$ cat src/rtl/disp_pkg.sv
// Shared constants for the display read-data buffer: AXI data width,
// pixel width, default burst length and the bit offsets of the two
// 24-bit pixels packed in each 64-bit beat.
package disp_pkg;

  localparam int PIX_W         = 24;
  localparam int AXI_DW        = 64;
  localparam int DEF_BURST_LEN = 8;
  localparam int PIX0_LSB      = 0;
  localparam int PIX1_LSB      = 32;

  // Select one of the two pixels packed in a stored beat.
  function automatic logic [PIX_W-1:0] unpack_pix(input logic [AXI_DW-1:0] word,
                                                   input logic             sel);
    return sel ? word[PIX1_LSB +: PIX_W] : word[PIX0_LSB +: PIX_W];
  endfunction

endpackage

$ cat src/rtl/disp_rdbuf_mem.sv
// DEPTH x 64-bit register array for the display read buffer.
// One synchronous write port, one asynchronous read port (head word).
module disp_rdbuf_mem
  import disp_pkg::*;
#(
  parameter int DEPTH = 64,
  parameter int AW    = $clog2(DEPTH)
) (
  input  logic              i_clk,
  input  logic              i_we,
  input  logic [AW-1:0]     i_waddr,
  input  logic [AXI_DW-1:0] i_wdata,
  input  logic [AW-1:0]     i_raddr,
  output logic [AXI_DW-1:0] o_rdata
);

  logic [AXI_DW-1:0] r_mem [DEPTH];

  // Store the incoming beat at the write pointer.
  always_ff @(posedge i_clk) begin
    if (i_we) begin
      r_mem[i_waddr] <= i_wdata;
    end
  end

  assign o_rdata = r_mem[i_raddr];

endmodule

$ cat src/rtl/disp_rdbuf.sv
// Display read-data buffer: captures AXI read beats into a FIFO, reports
// spare room to the VRAM controller, and hands out 24-bit pixels (two per
// stored beat) with one cycle of latency.
// Optional build macro DISP_RDBUF_LEVEL_EN adds BUF_LEVEL and BURST_ERR.
module disp_rdbuf
  import disp_pkg::*;
#(
  parameter int DEPTH     = 64,
  parameter int BURST_LEN = DEF_BURST_LEN
) (
  input  logic              ACLK,
  input  logic              ARST,
  input  logic [AXI_DW-1:0] RDATA,
  input  logic              RVALID,
  input  logic              RREADY,
  input  logic              RLAST,
  input  logic              DISPON,
  output logic              BUF_WREADY,
  input  logic              PIX_RE,
  output logic [PIX_W-1:0]  PIX_DATA,
  output logic              PIX_VALID,
  output logic              UNDERFLOW,
  output logic              OVERFLOW
`ifdef DISP_RDBUF_LEVEL_EN
  ,
  output logic [$clog2(DEPTH):0] BUF_LEVEL,
  output logic                   BURST_ERR
`endif
);

  localparam int AW = $clog2(DEPTH);
  localparam int CW = AW + 1;

  logic [AW-1:0]     r_wptr;
  logic [AW-1:0]     r_rptr;
  logic [CW-1:0]     r_count;
  logic              r_hsel;
  logic              r_wready;
  logic [PIX_W-1:0]  r_pix_data;
  logic              r_pix_valid;
  logic              r_underflow;
  logic              r_overflow;

  logic              w_full;
  logic              w_empty;
  logic              w_beat;
  logic              w_push;
  logic              w_ovf;
  logic              w_req;
  logic              w_rd;
  logic              w_udf;
  logic              w_pop;
  logic              w_we;
  logic [CW-1:0]     w_count_next;
  logic [CW-1:0]     w_room;
  logic              w_wready_next;
  logic [AXI_DW-1:0] w_head;

  assign w_full  = (r_count == CW'(DEPTH));
  assign w_empty = (r_count == '0);

  // A beat is only accepted when the controller actually completes the
  // handshake and the display is on; a full buffer drops it.
  assign w_beat = RVALID & RREADY & DISPON;
  assign w_push = w_beat & ~w_full;
  assign w_ovf  = w_beat & w_full;

  // Each request consumes one half-word; the word is retired after its
  // upper pixel has been handed out.
  assign w_req = PIX_RE & DISPON;
  assign w_rd  = w_req & ~w_empty;
  assign w_udf = w_req & w_empty;
  assign w_pop = w_rd & r_hsel;

  // Storage is not written while reset is held, so beats of an
  // interrupted burst never land in the array.
  assign w_we = w_push & ~ARST;

  // Next occupancy; a simultaneous push and pop cancel out.
  always_comb begin
    w_count_next = r_count;
    if (w_push && !w_pop) begin
      w_count_next = r_count + 1'b1;
    end else if (!w_push && w_pop) begin
      w_count_next = r_count - 1'b1;
    end
  end

  // Two bursts of headroom: one may already be in flight when the
  // controller samples the flag at RLAST.
  assign w_room        = CW'(DEPTH) - w_count_next;
  assign w_wready_next = DISPON & (w_room >= CW'(2 * BURST_LEN));

  disp_rdbuf_mem #(
    .DEPTH (DEPTH),
    .AW    (AW)
  ) u_mem (
    .i_clk   (ACLK),
    .i_we    (w_we),
    .i_waddr (r_wptr),
    .i_wdata (RDATA),
    .i_raddr (r_rptr),
    .o_rdata (w_head)
  );

  // Pointer, occupancy, half-select and room flag; display-off flushes.
  always_ff @(posedge ACLK) begin
    if (ARST || !DISPON) begin
      r_wptr   <= '0;
      r_rptr   <= '0;
      r_count  <= '0;
      r_hsel   <= 1'b0;
      r_wready <= 1'b0;
    end else begin
      if (w_push) begin
        r_wptr <= r_wptr + 1'b1;
      end
      if (w_pop) begin
        r_rptr <= r_rptr + 1'b1;
      end
      if (w_rd) begin
        r_hsel <= ~r_hsel;
      end
      r_count  <= w_count_next;
      r_wready <= w_wready_next;
    end
  end

  // Pixel output: one-cycle latency, zeroed on an empty request, held
  // when nothing is requested.
  always_ff @(posedge ACLK) begin
    if (ARST) begin
      r_pix_data  <= '0;
      r_pix_valid <= 1'b0;
    end else if (!DISPON) begin
      r_pix_valid <= 1'b0;
    end else begin
      r_pix_valid <= w_rd;
      if (w_rd) begin
        r_pix_data <= unpack_pix(w_head, r_hsel);
      end else if (w_udf) begin
        r_pix_data <= '0;
      end
    end
  end

  // Sticky error flags, cleared by reset or display-off.
  always_ff @(posedge ACLK) begin
    if (ARST || !DISPON) begin
      r_underflow <= 1'b0;
      r_overflow  <= 1'b0;
    end else begin
      if (w_udf) begin
        r_underflow <= 1'b1;
      end
      if (w_ovf) begin
        r_overflow <= 1'b1;
      end
    end
  end

  assign BUF_WREADY = r_wready;
  assign PIX_DATA   = r_pix_data;
  assign PIX_VALID  = r_pix_valid;
  assign UNDERFLOW  = r_underflow;
  assign OVERFLOW   = r_overflow;

`ifdef DISP_RDBUF_LEVEL_EN
  localparam int BW = $clog2(BURST_LEN) + 1;

  logic [BW-1:0] r_beat;
  logic          r_burst_err;

  // Beat index within the current burst; RLAST on any index other than
  // the final one marks a malformed burst.
  always_ff @(posedge ACLK) begin
    if (ARST || !DISPON) begin
      r_beat      <= '0;
      r_burst_err <= 1'b0;
    end else if (w_push) begin
      if (RLAST) begin
        if (r_beat != BW'(BURST_LEN - 1)) begin
          r_burst_err <= 1'b1;
        end
        r_beat <= '0;
      end else if (r_beat != '1) begin
        r_beat <= r_beat + 1'b1;
      end
    end
  end

  assign BUF_LEVEL = r_count;
  assign BURST_ERR = r_burst_err;
`else
  // RLAST only feeds the burst checker, which is not built here.
  logic w_unused_rlast;
  assign w_unused_rlast = RLAST;
`endif

endmodule

$ cat config.mk
export PLATFORM = sky130hd
export DESIGN_NAME = disp_rdbuf
export DESIGN_NICKNAME = d
export VERILOG_FILES = /design/src/rtl/disp_pkg.sv /design/src/rtl/disp_rdbuf_mem.sv /design/src/rtl/disp_rdbuf.sv
export SDC_FILE = /design/constraint.sdc
export NUM_CORES = 2
export LEC_CHECK = 0
export CAP_MARGIN = 10
export CORE_ASPECT_RATIO = 1.75
export CORE_MARGIN = 4
export CORE_UTILIZATION = 55
export CTS_CLUSTER_DIAMETER = 100
export DETAILED_ROUTE_END_ITERATION = 6
export GPL_TIMING_DRIVEN = 1
export HOLD_SLACK_MARGIN = 0.15
export PLACE_DENSITY = 0.81
export SYNTH_ARGS = -nofsm -noshare
export SYNTH_HDL_FRONTEND = slang
export SYNTH_HIERARCHICAL = 1
export SYNTH_SLANG_ARGS = --single-unit
$ cat constraint.sdc
create_clock -name ACLK -period 12.4 [get_ports ACLK]
set_clock_uncertainty 0.05 [all_clocks]
set_input_delay 1.86 -clock ACLK [delete_from_list [all_inputs] [get_ports ACLK]]
set_output_delay 1.86 -clock ACLK [all_outputs]
set_load 0.05 [all_outputs]
==> flow_metrics.env <==
export IMPL_vdd_ir_drop_max_v=0.0001299
export IMPL_crit_cells=8
export IMPL_crit_buf_inv=2
export IMPL_cp_max_fo=34
export IMPL_start_util=0.5546
export IMPL_cp_start_kind="input port"
export IMPL_die_width_um=360.0
export IMPL_rows=225
export IMPL_r2r_start="r_rptr[1]"
export IMPL_post_route_period_util=0.4935
export IMPL_gr_total_overflow=0
export IMPL_ant_nets=0
export IMPL_root_buffer="clkbuf_16"
export IMPL_drt_iter0_drc=10170
export IMPL_rsz0062_at_grt="no"
export IMPL_core_area_um2=215100
export IMPL_arrival_ns=6.59
export IMPL_clock_latency_ns=0.89
export IMPL_nFillCells=13230
export IMPL_whs_ns=0.4343
export IMPL_tightest_slew_ns=1.327
export IMPL_p_leak_uw=0.03860
export IMPL_r2r_end="PIX_DATA[1]"
export IMPL_syn_cell_area_um2=119300
export IMPL_fin_setup_tns_ns=0
export IMPL_cts_resized=0
export IMPL_synthCells=5285
export IMPL_route_detailed_drc=0
export IMPL_htreeDepth=4
export IMPL_layout_min_cycle_time_ns=6.120
export IMPL_grt_max_degree=140
export IMPL_post_route_cells_drive_above_1_share=0.2599
export IMPL_firstDrtPassIters=7
export IMPL_via_per_inst=7.218
export IMPL_critPathMaxStageDelay_ns=0.90
export IMPL_power_density_nw_per_um2=150.9
export IMPL_avgRoutedWirePerCell_um=38.89
export IMPL_drv_slew=0
export IMPL_syn_nets=5360
export IMPL_required_ns=12.87
export IMPL_final_hold_viol_count=0
export IMPL_dpl_hpwl_um=158400
export IMPL_max_freq_mhz=163.4
export IMPL_ios=99
export IMPL_crit_end="u_mem/r_mem[38][15]"
export IMPL_cts_setup_buffers=0
export IMPL_grt_pass1_vias=62330
export IMPL_fin_nets=5432
export IMPL_critical_path_slowest_cell="nor2_4"
export IMPL_cp_end_kind="flop"
export IMPL_routed_wl_um=326900
export IMPL_crit_chain="clkdlybuf4s50_1 > and3_1 > o31ai_4 > nor2_1 > nor2b_1 > nand3_1 > nor2_4 > buf_4"
export IMPL_multiInputGateArea_um2=24680
export IMPL_cts_inserted_buffers=246
export IMPL_critPathTopFamily="simple AND/OR/NAND/NOR gates"
export IMPL_finalSetupViolations=0
export IMPL_dr_total_vias=60660
export IMPL_critPathLaunch="DISPON"
export IMPL_hold_path_class="flop to flop"
export IMPL_grtUsageTotal=0.2906
export IMPL_reg2reg_depth=10
export IMPL_drv_cap=0
export IMPL_register_area_um2=93220
export IMPL_avgSynthCellArea_um2=22.57
export IMPL_cts_buffer_depth=4
export IMPL_crit_type="input port to flop"
export IMPL_grt_pass1_wl_um=465500
export IMPL_synth_warnings=6
export IMPL_status="complete, no violations"
export IMPL_cts_sinks=3120
export IMPL_portBuffers=81
export IMPL_slew_headroom=0.1134
export IMPL_cts_tree="built"
export IMPL_place_congestion=0.8197
export IMPL_dieArea_um2=224700
export IMPL_die_height_um=624.1
export IMPL_area_delta_synth_final_pct=10.12
export IMPL_path_clk_slew_ns=0.07
export IMPL_reg2reg_setup_slack_ns=6.72
export IMPL_hold_buffers=0
export IMPL_antenna_found_initial=22
## layer usage
metal	track usage	vias up	wire [um]
met3	0.06952	1342	39110
met5	0	-	67
met1	0.3462	31090	98330
met4	0.2016	12	28620
li1	-	22480	-
met2	0.4713	5736	160700
## per-stage QoR
stage               utilization  std cells  worst slack, ns  power (uW)  instance area, um^2
floorplan                     -       5285            5.642       11820               119300
global placement         0.5722       7935            5.848       11980               123100
detailed placement       0.5722       7935            5.727       12000               123100
CTS                      0.6096       8386            6.594       19850               131100
global route             0.6107       8403            6.305       20360               131400
finish                   0.6107       8404            6.280       19820               131400
## how the worst min path moves through the flow
| stage | end | slack, ns | start | depth (start not counted) |
|---|---|---|---|---|
| 6_report | UNDERFLOW | 0.43 | UNDERFLOW | 2 |
| 5_1_grt | OVERFLOW | 0.49 | OVERFLOW | 2 |
| 4_1_cts | UNDERFLOW | 0.44 | UNDERFLOW | 2 |
| 3_5_place_dp | OVERFLOW | 0.42 | OVERFLOW | 2 |
| 3_3_place_gp | OVERFLOW | 0.42 | OVERFLOW | 2 |
| 2_1_floorplan | r_wptr[5] | 0.41 | r_wptr[5] | 2 |
## sequential cells by signal (all words and copies together) (netlist names)
name and count:
u_mem/r_mem 3072, PIX_VALID 1, PIX_DATA 24, r_count 7
OVERFLOW 1, r_hsel 1, BUF_WREADY 1, UNDERFLOW 1
r_wptr 6, r_rptr 6
## area by class of cell
class                   instances  area share
well taps                    2837     0.02702
clock inverters               165     0.01259
multi-input cells            1759      0.1879
clock buffers                 286     0.04865
inverters                      19   0.0005429
flip-flops and latches       3120      0.7097
repair buffers                211     0.01345
diodes                          7   0.0001334
## worst register-to-register path, cell delays in order, from the launching register on
cell and delay [ns]:
dfxtp_4 0.93, buf_4 0.90, buf_4 0.85, buf_4 0.87, mux4_2 0.46, a22o_1 0.26, nor2_1 0.42, a211oi_1 0.25
mux2_2 0.39, a22oi_1 0.16, nor2_1 0.05
## power by group
group          internal, uW  leakage (uW)  switching (uW)
clock network          4310       0.00390            3730
logic                  24.2       0.00671             183
registers             11600        0.0280            1.66
## cells in the final DEF, fill, tap and decap left out, types with 20 or more instances in the layout
| cell type | n |
|---|---|
| edfxtp_1 | 3072 |
| mux4_2 | 768 |
| clkbuf_16 | 250 |
| a22oi_1 | 148 |
| buf_4 | 112 |
| mux2i_1 | 104 |
| nor2_1 | 81 |
| a22o_1 | 68 |
| nor2_4 | 65 |
| o22ai_1 | 62 |
| nand2_1 | 57 |
| clkinv_1 | 53 |
| and3_1 | 50 |
| a211oi_1 | 50 |
| buf_2 | 49 |
| clkinv_2 | 45 |
| dfxtp_1 | 44 |
| nand3_1 | 40 |
| clkbuf_1 | 36 |
| clkdlybuf4s50_1 | 32 |
| bufinv_16 | 29 |
| o221ai_1 | 28 |
| or3_1 | 26 |
| mux2_2 | 24 |
| or2_2 | 22 |
| nor2b_1 | 20 |
| a41oi_1 | 20 |
No activity file was read; power rests on OpenSTA's default activity.
